File: src/rtl/multicycle_control_unit.sv
// Multi-cycle MIPS control FSM: sequences fetch/decode/execute/memory/writeback per
// instruction, stalls on a req/ready memory handshake, parks in a sticky HALT state,
// flags unknown opcodes and counts retired instructions (saturating).
module multicycle_control_unit #(
    parameter int unsigned OPCODE_W = 6,
    parameter int unsigned ALUOP_W  = 2,
    parameter int unsigned CNT_W    = 32,
    parameter logic [OPCODE_W-1:0] OP_RTYPE = 6'b000000,
    parameter logic [OPCODE_W-1:0] OP_LW    = 6'b100011,
    parameter logic [OPCODE_W-1:0] OP_SW    = 6'b101011,
    parameter logic [OPCODE_W-1:0] OP_BEQ   = 6'b000100,
    parameter logic [OPCODE_W-1:0] OP_ADDI  = 6'b001000,
    parameter logic [OPCODE_W-1:0] OP_J     = 6'b000010,
    parameter logic [OPCODE_W-1:0] OP_HALT  = 6'b111111
) (
    input  logic                clk,
    input  logic                reset_n,
    input  logic [OPCODE_W-1:0] opcode,
    input  logic                mem_ready,
    output logic                pcWrite,
    output logic                pcWriteCond,
    output logic [1:0]          pcSource,
    output logic                iorD,
    output logic                memRead,
    output logic                memWrite,
    output logic                irWrite,
    output logic                memtoReg,
    output logic                regDest,
    output logic                regWrite,
    output logic                alu_srcA,
    output logic [1:0]          alu_srcB,
    output logic [ALUOP_W-1:0]  alu_op,
    output logic                halted,
    output logic                illegal,
    output logic [CNT_W-1:0]    instr_count
);

    localparam logic [ALUOP_W-1:0] AluAdd   = ALUOP_W'(0);
    localparam logic [ALUOP_W-1:0] AluSub   = ALUOP_W'(1);
    localparam logic [ALUOP_W-1:0] AluFunct = ALUOP_W'(2);

    typedef enum logic [3:0] {
        StIdle, StFetch, StDecode, StMemAdr, StMemRd, StWbMem, StMemWr,
        StExecR, StWbR, StExecI, StWbI, StBranch, StJump, StHalt
    } state_e;

    state_e           state_q, state_d;
    logic             is_store_q;
    logic             op_known;
    logic             retire;
    logic [CNT_W-1:0] count_q;

    assign op_known = (opcode == OP_RTYPE) || (opcode == OP_LW) || (opcode == OP_SW) ||
                      (opcode == OP_BEQ) || (opcode == OP_ADDI) || (opcode == OP_J) ||
                      (opcode == OP_HALT);

    // An instruction retires on its final transition back into FETCH.
    assign retire = (state_d == StFetch) &&
                    (state_q == StWbMem || state_q == StMemWr || state_q == StWbR ||
                     state_q == StWbI || state_q == StBranch || state_q == StJump);

    assign instr_count = count_q;

    // State register; lw/sw choice is captured in DECODE since opcode is only valid there.
    always_ff @(posedge clk or negedge reset_n) begin
        if (!reset_n) begin
            state_q    <= StIdle;
            is_store_q <= 1'b0;
        end else begin
            state_q <= state_d;
            if (state_q == StDecode) begin
                is_store_q <= (opcode == OP_SW);
            end
        end
    end

    // Saturating retired-instruction counter.
    always_ff @(posedge clk or negedge reset_n) begin
        if (!reset_n) begin
            count_q <= '0;
        end else if (retire && (count_q != {CNT_W{1'b1}})) begin
            count_q <= count_q + CNT_W'(1);
        end
    end

    // Next-state logic; unencoded states fall back to FETCH.
    always_comb begin
        state_d = state_q;
        case (state_q)
            StIdle:   state_d = StFetch;
            StFetch:  if (mem_ready) state_d = StDecode;
            StDecode: begin
                case (opcode)
                    OP_LW, OP_SW: state_d = StMemAdr;
                    OP_RTYPE:     state_d = StExecR;
                    OP_BEQ:       state_d = StBranch;
                    OP_ADDI:      state_d = StExecI;
                    OP_J:         state_d = StJump;
                    OP_HALT:      state_d = StHalt;
                    default:      state_d = StFetch;
                endcase
            end
            StMemAdr: state_d = is_store_q ? StMemWr : StMemRd;
            StMemRd:  if (mem_ready) state_d = StWbMem;
            StMemWr:  if (mem_ready) state_d = StFetch;
            StExecR:  state_d = StWbR;
            StExecI:  state_d = StWbI;
            StWbMem, StWbR, StWbI, StBranch, StJump: state_d = StFetch;
            StHalt:   state_d = StHalt;
            default:  state_d = StFetch;
        endcase
    end

    // Datapath controls decoded from state; fetch-side PC/IR loads wait for mem_ready.
    always_comb begin
        pcWrite     = 1'b0;
        pcWriteCond = 1'b0;
        pcSource    = 2'd0;
        iorD        = 1'b0;
        memRead     = 1'b0;
        memWrite    = 1'b0;
        irWrite     = 1'b0;
        memtoReg    = 1'b0;
        regDest     = 1'b0;
        regWrite    = 1'b0;
        alu_srcA    = 1'b0;
        alu_srcB    = 2'd0;
        alu_op      = AluAdd;
        halted      = 1'b0;
        illegal     = 1'b0;
        case (state_q)
            StFetch: begin
                memRead  = 1'b1;
                alu_srcB = 2'd1;
                pcWrite  = mem_ready;
                irWrite  = mem_ready;
            end
            StDecode: begin
                alu_srcB = 2'd3;
                illegal  = !op_known;
            end
            StMemAdr, StExecI: begin
                alu_srcA = 1'b1;
                alu_srcB = 2'd2;
            end
            StMemRd: begin
                memRead = 1'b1;
                iorD    = 1'b1;
            end
            StWbMem: begin
                regWrite = 1'b1;
                memtoReg = 1'b1;
            end
            StMemWr: begin
                memWrite = 1'b1;
                iorD     = 1'b1;
            end
            StExecR: begin
                alu_srcA = 1'b1;
                alu_op   = AluFunct;
            end
            StWbR: begin
                regWrite = 1'b1;
                regDest  = 1'b1;
            end
            StWbI:    regWrite = 1'b1;
            StBranch: begin
                alu_srcA    = 1'b1;
                alu_op      = AluSub;
                pcWriteCond = 1'b1;
                pcSource    = 2'd1;
            end
            StJump: begin
                pcWrite  = 1'b1;
                pcSource = 2'd2;
            end
            StHalt:   halted = 1'b1;
            default:  ;
        endcase
    end

endmodule

File: config.mk
export PLATFORM = sky130hd
export DESIGN_NAME = multicycle_control_unit
export DESIGN_NICKNAME = d
export VERILOG_FILES = /design/src/rtl/multicycle_control_unit.sv
export SDC_FILE = /design/constraint.sdc
export NUM_CORES = 1
export LEC_CHECK = 0
export BUFFER_PORTS_ARGS = -buffer_cell sky130_fd_sc_hd__buf_2
export CORE_MARGIN = 2
export CORE_UTILIZATION = 57
export DETAILED_ROUTE_END_ITERATION = 8
export PLACE_DENSITY_LB_ADDON = 0.2
export SYNTH_ARGS = -nofsm -noshare
export SYNTH_HDL_FRONTEND = slang
export SYNTH_SLANG_ARGS = --single-unit
File: constraint.sdc
create_clock -name clk -period 4.8 [get_ports clk]
set_clock_uncertainty 0.2 [all_clocks]
set_input_delay 0.24 -clock clk [delete_from_list [all_inputs] [get_ports clk]]
set_output_delay 0.24 -clock clk [all_outputs]
set_load 0.02 [all_outputs]
### Word level (Yosys, flattened, before mapping)

Index checks and enable logic that the tools add are counted.
W data, S select, Z words.

* register bits: 37
* input port bits: 9
* output and inout bits: 50
* logic and storage cells: 67

* add/sub/neg operators: 1
* equal/unequal tests: 21
* muxes and demuxes: 21
* reductions and logical operators: 21

Operator list (count)
* $add A32 B1 Y32 const B: 1
* $ne A32 B32 Y1 const B: 1
* $pmux W4 S8: 1
* $eq A4 B4 Y1 const B: 6
* $pmux W4 S6: 1
* $eq A6 B6 Y1 const B: 3
* $eq A4 B3 Y1 const B: 4
* $mux W4: 3
* $logic_or A1 B1 Y1: 11
* $mux W1: 11
* $eq A4 B1 Y1 const B: 2
* $eq A4 B2 Y1 const B: 2
* $pmux W2 S2: 2
* $reduce_or A2 Y1: 4
* $eq A6 B2 Y1 const B: 1
* $eq A6 B3 Y1 const B: 1
* $eq A6 B4 Y1 const B: 1
* $logic_not A6 Y1: 1
* $pmux W2 S3: 1
* $reduce_or A4 Y1: 1
* $reduce_or A3 Y1: 1
* $logic_and A1 B1 Y1: 2
* $mux W2: 1
* $pmux W1 S2: 1
* $logic_not A1 Y1: 1

### Logic depth before layout (Yosys ltp)

Gate-level depths: netlist (run 1).

* depth in word-level cells: 9
* gate-level depth with buffers: 7
* depth with buffers taken out: 5

### Worst setup path before layout (run 1)

OpenSTA, ideal clock, no wires.

* path type: register -> register
* from: reg count_q[8], in the netlist instr_count[8]
* to: reg count_q[1], in the netlist instr_count[1]
* setup time: 0.125 ns
* arrival time: 1.836 ns
* required time: 4.475 ns
* slack: 2.639 ns
* stages on the path, launching flop included: 6
* path buffers: 0
* period minus slack after synthesis: 2.161 ns
* cell sequence: dfrtp_1 and3_2 nand4_4 nor4b_4 or2_4 mux2_4

* longest elaborated chain between the ends: 2

Ends and longest elaborated chain
* start, declared: RTL line 51 `logic [CNT_W-1:0] count_q;`
* start signal, assigned: RTL line 82 `count_q <= count_q + CNT_W'(1);`
* $ne A32 B32 Y1: RTL line 81 `end else if (retire && (count_q != {CNT_W{1'b1}})) begin`
* $logic_and A1 B1 Y1: RTL line 81

Every way passes these cells.
A chain may end at the register's enable or synchronous reset.

### Worst setup path in the final report (run 1)

* from: reg count_q[6], in the netlist instr_count[6]
* to: reg count_q[1], in the netlist instr_count[1]

Same word-level chain as after synthesis.

==> results of run 1 <==
## power groups by stage
stage / combinational [mW] / clock [mW] / sequential, mW
4_1_cts: 0.404 / 0.221 / 0.419
3_3_place_gp: 0.397 / 0 / 0.425
3_5_place_dp: 0.402 / 0 / 0.425
2_1_floorplan: 0.317 / 0 / 0.406
5_1_grt: 0.437 / 0.230 / 0.431
6_report: 0.403 / 0.216 / 0.421
## layer usage
layer,global-route usage [%],up-vias
li1,-,929
met1,27.81,918
met2,40.38,46
met3,3.578,15
met4,10.97,0
met5,0,-
## stage by stage
stage	hold WS [ns]	utilization, %	cell area [µm²]
2_1_floorplan	-0.2556	-	2206
3_3_place_gp	0.1813	67.50	2490
3_5_place_dp	0.1796	67.50	2490
4_1_cts	0.08983	70.12	2586
5_1_grt	0.09479	70.12	2586
6_report	0.09546	70.12	2586
## cell families after synthesis
group                    after synthesis
AND/OR/NAND/NOR                      114
flip-flops                            37
XOR/XNOR                              33
AO/OA/AOI/OAI                         24
buffers and inverters                 15
multiplexers                           2
adder cells (fa/ha/maj)                1
## final timing paths
check	startpoint	cells past startpoint	slack, ns	end
max reg2reg	instr_count[6]	5	2.17	instr_count[1]
min	opcode[3]	2	0.1	is_store_q
min in group asynchronous	reset_n	2	0.38	instr_count[23]
max in group asynchronous	reset_n	2	3.52	instr_count[18]
max	instr_count[6]	5	2.17	instr_count[1]
min reg2reg	instr_count[15]	1	0.28	instr_count[15]
## sequential cells by signal, indices dropped and copies added, names as in the netlist
name,flops
instr_count,32
state_q,4
is_store_q,1
## worst reg2reg max path, cell delays in order, from the launching register on
cell and delay [ns]:
dfrtp_1 0.38, and2_0 0.36, nand4_4 0.23, nor4b_4 0.78
or2_4 0.27, mux2_4 0.30
## cell usage after synthesis, drive strengths merged, types with 4 or more instances
| cell type | n |
|---|---|
| dfrtp | 37 |
| xor2 | 21 |
| nand2 | 19 |
| nor2 | 16 |
| nand4 | 13 |
| xnor2 | 12 |
| nor3 | 11 |
| nor4 | 9 |
| and3 | 8 |
| nand3 | 8 |
| a21oi | 6 |
| buf | 6 |
| nand2b | 6 |
| and2 | 5 |
| clkbuf | 5 |
| nor4b | 5 |
| inv | 4 |
| nor3b | 4 |
## area by class of cell
type                    instances  area share (%)
well taps                      48           2.322
clock buffers                   7           3.338
multi-input cells             174           46.35
flip-flops and latches         37           35.80
repair buffers                 59           11.61
inverters                       4          0.5806
## timing repair
| action | 4_1_cts | 5_1_grt |
|---|---|---|
| gates resized for setup | 0 | 0 |
| hold endpoints to repair | 37 | 0 |
| hold buffers | 1 | 0 |
==> results by group, run 1 <==
Run status
  • Status: complete, no violations

Clock network
  • CTS HTree Levels: 2
  • Setup Fix Bufs, Post-CTS: 0
  • CTS max path bufs: 2
  • CTS buffer count: 5
  • Clock transition at path regs: roughly 0.07 ns
  • Clk sink count: 37
  • CTS tree: done
  • Worst-Skew Late Latency: between 0.2 and 0.3 ns
  • Clock root cell: clkbuf_8

Drt
  • Highest routed layer: met4
  • WL final: approximately 4600 µm
  • Via count: between 1500 and 2000
  • Wl on met1: 2060 µm
  • Met2 wire length: 2306 µm
  • Drt pass-1 iters: 4
  • Via-to-Cell Ratio: 5.799
  • DRC violations left: 0
  • Post-route ant nets: 0
  • 1st-iter DRT viols: 113
  • DR WL/cell: 14.13 µm
  • Metal3 WL: 154 µm

Floorplan
  • Full die area: 4384 µm²
  • I/O pin total: 59
  • Die Ht: approximately 66 µm
  • Rows: 22
  • Starting Density: 59.80%
  • Die width: 66.21 µm
  • Core ar.: between 3000 and 4000 µm²

Power
  • VDD IR max: about 0.0004 V
  • Clk pwr share: between 20% and 30%
  • Reg power frac: 40.5%
  • PwrDens: just over 400 nW/µm²
  • Lkg Pwr: 1.367 nW
  • Comb power frac: 38.8%
  • Net Sw Frac: 40.22%
  • Cell Int Power: between 0.6 and 0.7 mW
  • Total power: approximately 1.0 mW
  • Switching pwr: 0.4183 mW

Layout
  • FF/Latch Area: 925.9 µm²
  • Nets@finish: 291
  • Layout cells sized above 1: between 20% and 30%
  • Most common cell after layout, fill and taps aside: buf_2
  • Most frequent cells in the layout: 58 x buf_2, 37 x dfrtp_1, 21 x xor2_1
  • N_diodes: 0
  • Area of the multi-input gates: 1199 µm²
  • Area delta synth->final: 17.24%
  • Layout Cells excl Fill: 329
  • Filler cells: approximately 320

Logic synthesis
  • Mux cell area share after synthesis: between 1 and 1.5%
  • Synthesis Warnings: 0
  • Synth Area in XOR/XNOR: 13.10%
  • Netlist cell types: 51
  • Syn avg cell area: approximately 9.8 µm²
  • Top cell type's share of synthesized area: a little over two fifths
  • Register area share after synthesis: 41.97%
  • Post-Synth Simple-Gate Area: 31.42%
  • Post-Syn Instances: 226
  • Synth Area in Compound Gates: 8.054%
  • Synth area leaders: dfrtp_1 42%, xor2_1 8.3%, xnor2_1 4.8%
  • Mapped Area: 2206 µm²
  • Post-synth EDFFs: 0
  • Largest family of logic cells by synthesized area: simple AND/OR/NAND/NOR gates
  • Post-synthesis net count: approximately 240
  • Area share of fa/ha/maj cells after synthesis: less than 1%
  • Share of flip-flops with an asynchronous set or reset: 100.0%
  • Cell taking the most area after synthesis: dfrtp_1
  • Main flop type after synthesis: dfrtp_1
  • Synthesis-stage register bit count: 37

Global route
  • Largest net degree at the start of global routing: 38
  • Antenna violations before repair: 0
  • First-pass GRT wire length: between 7000 and 8000 µm
  • Total track usage: roughly 23%
  • Vias in the first global route: 1797
  • Total global routing overflow: 0

Worst setup path
  • Worst Path Required: 4.77 ns
  • Worst Setup End Kind: register
  • Worst Setup Start Kind: register
  • Crit path max-delay family: simple AND/OR/NAND/NOR gates
  • Slowest-stage cell, CP: nor4b_4
  • Maximum net fanout on the critical path: 16
  • Crit path cell chain: and2_0 -> nand4_4 -> nor4b_4 -> or2_4 -> mux2_4
  • Critical path buffer and inverter count: 0
  • CP max stage delay: 0.78 ns
  • Crit path DAT: 2.60 ns
  • Crit Path Category: register to register

Worst hold path
  • Hold WC Path Type: input port to register

STA
  • Slew Viols, Final: 0
  • Final setup viols: 0
  • Setup ws final: 2.174 ns
  • RSZ-0062 raised after global routing: false
  • Final Hold Fails: 0
  • Max_slew headroom: between 40% and 50%
  • Period utilization: 54.70%
  • Slew @ Worst Pin: 0.8099 ns
  • Max Clk Rate: 380.8 MHz
  • Fin Setup TNS: 0 ns
  • Tmin final: around 2.6 ns

Placed design
  • Port bufs: 58
  • Cells after DPL: about 320
  • Pre-CTS setup slack: 2.239 ns
  • Placer congestion estimate: approximately 0.83
  • DP Wirelength: 3461 µm

Run
  • Max-cap violation count: 0
Power figures use the tool's default switching activity.
==> run 2: changes to the inputs <==
--- a/config.mk
+++ b/config.mk
@@ -5,9 +5,10 @@
 export SDC_FILE = /design/constraint.sdc
 export NUM_CORES = 1
 export LEC_CHECK = 0
+export ABC_AREA = 1
 export BUFFER_PORTS_ARGS = -buffer_cell sky130_fd_sc_hd__buf_2
 export CORE_MARGIN = 2
-export CORE_UTILIZATION = 57
+export CORE_UTILIZATION = 56
 export DETAILED_ROUTE_END_ITERATION = 8
 export PLACE_DENSITY_LB_ADDON = 0.2
 export SYNTH_ARGS = -nofsm -noshare
==> constraint.sdc (replaced) <==
create_clock -name clk -period 2.6 [get_ports clk]
set_clock_uncertainty 0.2 [all_clocks]
set_input_delay 0.13 -clock clk [delete_from_list [all_inputs] [get_ports clk]]
set_output_delay 0.13 -clock clk [all_outputs]
set_load 0.02 [all_outputs]
==> results by group, run 2 <==
Run status
  • Status: complete, no violations

Logic synthesis
  • Main flop type after synthesis: dfrtp_1
  • Top cell type's share of synthesized area: between 20 and 30%
  • Netlist cell types: 29
  • Register area share after synthesis: about 30%
  • Mapped Area: 3092 µm²
  • Share of flip-flops with an asynchronous set or reset: 100.0%
  • Post-synthesis net count: 430
  • Synthesis-stage register bit count: 37
  • Post-synth top cells: 135 x nand2_1, 69 x nor2_1, 37 x dfrtp_1, 37 x nand2_2, 34 x nand2_4
  • Count leader, synth: nand2_1
  • Synthesis Warnings: 0
  • Synth area leaders: dfrtp_1 30%, nand2_1 16%, nand2_4 12%
  • Post-synth EDFFs: 0
  • Cell taking the most area after synthesis: dfrtp_1
  • Post-Syn Instances: 420
  • Syn avg cell area: 7.361 µm²

Clock network
  • CTS buffer count: 5
  • Clock transition at path regs: around 0.070 ns
  • CTS tree: done
  • CTS HTree Levels: 2
  • Hold Buf Count CTS: 3
  • Setup Fix Bufs, Post-CTS: 0
  • Clock root cell: clkbuf_8
  • CTS max path bufs: 2
  • CTS resizes: 0
  • Worst-Skew Late Latency: 0.29 ns
  • Clk sink count: 37

Global route
  • First-pass GRT wire length: between 10000 and 15000 µm
  • Antenna violations before repair: 0
  • Total track usage: 24.31%
  • Total global routing overflow: 0
  • Largest net degree at the start of global routing: 38
  • Vias in the first global route: about 2600

Layout
  • Most common cell after layout, fill and taps aside: nand2_1
  • Layout cells sized above 1: 32.30%
  • Finished Cell Area: 3532 µm²
  • N_diodes: 0
  • Most frequent cells in the layout: 135 x nand2_1, 69 x nor2_1, 58 x buf_2
  • Area delta synth->final: 14.25%
  • Filler cells: 513
  • Max reg flops: 32
  • Nets@finish: 492

Drt
  • Via-to-Cell Ratio: 4.895
  • WL final: between 6000 and 7000 µm
  • 1st-iter DRT viols: 125
  • Via count: 2717
  • DRC violations left: 0
  • Drt pass-1 iters: 5
  • DR WL/cell: 12.27 µm
  • Post-route ant nets: 0

Floorplan
  • Starting Density: about 57%
  • Core ar.: 5405 µm²
  • Full die area: a little over 6000 µm²
  • Rows: 27
  • Die Ht: between 70 and 80 µm
  • Die width: 78.30 µm
  • I/O pin total: 59

STA
  • Period utilization: 85.74%
  • Tmin final: 2.229 ns
  • Fin Setup TNS: 0 ns
  • Max Clk Rate: 448.6 MHz
  • Final setup viols: 0
  • Slew Viols, Final: 0
  • Final Hold Fails: 0
  • Max_slew headroom: 45.92%
  • RSZ-0062 raised after global routing: false
  • Slew @ Worst Pin: 0.8112 ns
  • Final hold slack: between 0.015 and 0.02 ns

Worst setup path
  • Maximum net fanout on the critical path: 32
  • Crit Path Category: register to register
  • Crit path DAT: 2.21 ns
  • Worst Setup Start Kind: register
  • Worst Setup End Kind: register
  • Worst Path Required: 2.58 ns

Power
  • VDD IR max: between 0.0004 and 0.0005 V
  • PwrDens: between 600 and 700 nW/µm²
  • Lkg Pwr: 2.199 nW

Placed design
  • Placer congestion estimate: 0.9068
  • Post-DP Area: 3420 µm²
  • DP Wirelength: 5429 µm
  • Port bufs: 58

Run
  • Max-cap violation count: 0

Worst hold path
  • Hold WC Path Type: input port to register
[run 2: cell type report]
type | count | area [µm²] | area share, %
Timing Repair Buffer | 63 | 360.3 | 10.20
Inverter | 34 | 140.1 | 3.967
Tap cell | 72 | 90.09 | 2.550
Multi-Input combinational cell | 341 | 1933 | 54.73
Clock buffer | 6 | 72.57 | 2.055
Sequential cell | 37 | 925.9 | 26.21
Clock inverter | 2 | 10.01 | 0.2834
[run 2: path summary, 6_finish.rpt]
check                               start         endpoint  slack [ns]  depth (start not counted)
max                        instr_count[0]  instr_count[25]        0.37                          9
min                             opcode[2]       state_q[1]        0.02                          4
max reg2reg                instr_count[0]  instr_count[25]        0.37                          9
min reg2reg                    is_store_q       is_store_q        0.36                          2
max in group asynchronous         reset_n  instr_count[21]        1.41                          2
min in group asynchronous         reset_n  instr_count[14]        0.26                          2
[run 2: cells by family after synthesis]
group	count (synthesis)	synth area share, %
xor+xnor	26	7.608
flops	37	29.95
buf+inv	42	7.528
fa+ha+maj	1	0.4046
simple gates	305	52.97
compound gates	9	1.538
[run 2: per-layer routing]
metal  vias up  global-route usage (%)  wire, µm
met1      1243                   33.41      3277
met5         -                       0         0
li1       1397                       -         -
met4         0                   5.439        46
met2        72                   40.60      3197
met3         5                   3.793       288
[run 2: worst max-delay path, cell delays in order (launching register included)]
cell	delay, ns
dfrtp_1	0.44
ha_1	0.28
inv_1	0.13
nor2_4	0.07
nand2_2	0.12
nor2_4	0.07
nand2_4	0.11
nand4_4	0.41
nand2_1	0.22
nand2_2	0.06
[run 2: stage by stage]
step | instances | util, % | setup slack (ns) | total power [mW]
floorplan | 420 | - | 0.5539 | 1.651
global route | 555 | 65.35 | 0.2114 | 2.374
CTS | 555 | 65.35 | 0.3509 | 2.247
detailed placement | 544 | 63.26 | 0.3667 | 1.848
global placement | 544 | 63.26 | 0.4790 | 1.833
finish | 555 | 65.35 | 0.3707 | 2.226
[run 2: power by group]
part | internal [mW] | switching, mW | total, mW | leakage [nW]
Combinational | 0.357 | 0.772 | 1.13 | 1.65
Clock | 0.186 | 0.204 | 0.390 | 0.0450
Sequential | 0.628 | 0.0787 | 0.707 | 0.507
Total | 1.17 | 1.05 | 2.23 | 2.20
==> run 3: changes to the inputs <==
--- a/config.mk
+++ b/config.mk
@@ -10,6 +10,7 @@
 export CORE_MARGIN = 2
 export CORE_UTILIZATION = 56
 export DETAILED_ROUTE_END_ITERATION = 8
+export GPL_TIMING_DRIVEN = 0
 export PLACE_DENSITY_LB_ADDON = 0.2
 export SYNTH_ARGS = -nofsm -noshare
 export SYNTH_HDL_FRONTEND = slang
==> results by group, run 3 (same netlist as run 2, synthesis figures left out) <==
Run status
  • Status: complete, no violations

Layout
  • Layout cells sized above 1: 33.20%
  • Area delta synth->final: 16.71%
  • Most common cell after layout, fill and taps aside: nand2_1
  • N_diodes: 0
  • Max reg flops: 32
  • Nets@finish: 500
  • Most frequent cells in the layout: 135 x nand2_1, 69 x nor2_1, 60 x buf_2
  • Filler cells: 507

STA
  • Period utilization: just under 90%
  • Final Hold Fails: 0
  • Max_slew headroom: 42.85%
  • Final setup viols: 0
  • RSZ-0062 raised after global routing: false
  • Max Clk Rate: 437.6 MHz
  • Tmin final: 2.285 ns
  • Fin Setup TNS: 0 ns
  • Slew @ Worst Pin: 0.8573 ns
  • Final hold slack: 0.03468 ns
  • Slew Viols, Final: 0

Floorplan
  • Starting Density: 57.20%
  • Die width: 78.30 µm
  • Die Ht: 78.30 µm
  • Full die area: 6131 µm²
  • I/O pin total: 59
  • Core ar.: 5405 µm²
  • Rows: 27

Worst setup path
  • RR Startpoint: instr_count[0]
  • Crit Path Category: register to register
  • Crit path cell chain: ha_1 -> inv_1 -> nor2_4 -> nand2_2 -> nor2_4 -> nand2_4 -> nand4_4 -> buf_2 -> nand2_1 -> nand2_2
  • Worst Path Required: 2.64 ns
  • Maximum net fanout on the critical path: 10
  • Critical Path Start: instr_count[0]
  • Worst reg-to-reg path cell count: 10
  • Crit path max-delay family: simple AND/OR/NAND/NOR gates
  • CP max stage delay: approximately 0.53 ns
  • Crit path DAT: 2.33 ns
  • Worst Setup Start Kind: register
  • Critical path buffer and inverter count: 2
  • Worst Setup End Kind: register
  • Slowest-stage cell, CP: dfrtp_1
  • Levels on crit path: 10

Clock network
  • CTS resizes: 0
  • Setup Fix Bufs, Post-CTS: 0
  • CTS tree: done
  • CTS max path bufs: 2
  • CTS HTree Levels: 2
  • Hold Buf Count CTS: 5
  • Clock root cell: clkbuf_8
  • Clock transition at path regs: 0.08 ns
  • Clk sink count: 37
  • Worst-Skew Late Latency: just over 0.3 ns
  • CTS buffer count: 5

Worst hold path
  • Hold Path Depth: 4
  • Hold WC Path Type: input port to register
  • Hold_sp: mem_ready

Placed design
  • Port bufs: between 50 and 60
  • DP Wirelength: roughly 5400 µm
  • Placer congestion estimate: 0.9020

Drt
  • Drt pass-1 iters: 5
  • WL final: 6997 µm
  • DRC violations left: 0
  • DR WL/cell: approximately 12 µm
  • Via-to-Cell Ratio: 4.936
  • Post-route ant nets: 0
  • Via count: approximately 2800
  • 1st-iter DRT viols: 151

Power
  • VDD IR max: 0.0004472 V
  • PwrDens: 643.7 nW/µm²
  • Lkg Pwr: ~2.2 nW

Global route
  • Total track usage: 25.10%
  • Largest net degree at the start of global routing: 38
  • Vias in the first global route: around 2600
  • Total global routing overflow: 0
  • Antenna violations before repair: 0
  • First-pass GRT wire length: 12230 µm

Run
  • Max-cap violation count: 0
-- run 3: cell types whose count changed in the layout (fill, tap and decap cells not counted), sizes merged --
cell,previous run,this run
buf,60,66
dlygate4sd3,3,5
clkbuf,6,5
clkinvlp,0,1
-- run 3: worst min-delay path, stage by stage --
cell and delay, ns:
buf_2 0.09, nor3_2 0.07, nor2_8 0.14, nand2_1 0.06
-- run 3: path summary, 6_finish.rpt --
kind,slack [ns],endpoint
min in group asynchronous,0.25,instr_count[21]
setup / recovery,0.31,instr_count[18]
hold reg to reg,0.35,is_store_q
max in group asynchronous,1.39,instr_count[14]
setup reg to reg,0.31,instr_count[18]
hold / removal,0.03,state_q[2]
-- run 3: power by group --
group / internal [mW] / switching (mW) / total (mW)
combinational: 0.405 / 0.779 / 1.18
clock: 0.185 / 0.238 / 0.424
sequential: 0.628 / 0.0864 / 0.714
total: 1.22 / 1.10 / 2.32
-- run 3: per-stage QoR --
stage	instance area, µm²	utilization [%]	worst slack (ns)	instances	total power [mW]
final	3608	66.76	0.3147	563	2.323
after global routing	3608	66.76	0.1397	563	2.473
after CTS	3608	66.76	0.2913	563	2.334
after detailed placement	3472	64.24	0.3127	550	1.912
after global placement	3472	64.24	0.3340	550	1.899
after floorplan	3092	-	0.5539	420	1.651
-- run 3: final cells by class --
type                            count  area, µm²  share of cell area (%)
Buffer                              8      92.59                   2.566
Clock buffer                        5      68.82                   1.907
Clock inverter                      3      17.52                  0.4854
Inverter                           34      140.1                   3.883
Multi-Input combinational cell    341       1933                   53.57
Sequential cell                    37      925.9                   25.66
Tap cell                           72      90.09                   2.497
Timing Repair Buffer               63      340.3                   9.431
-- run 3: per-layer routing --
layer	wire, µm	vias to the layer above	global-route usage (%)	share of wire (%)
met3	444	8	3.793	6.3
met4	91	0	8.070	1.3
met1	3130	1279	34.63	45
met2	3330	83	40.60	48
li1	-	1409	-	-
met5	0	-	0	0
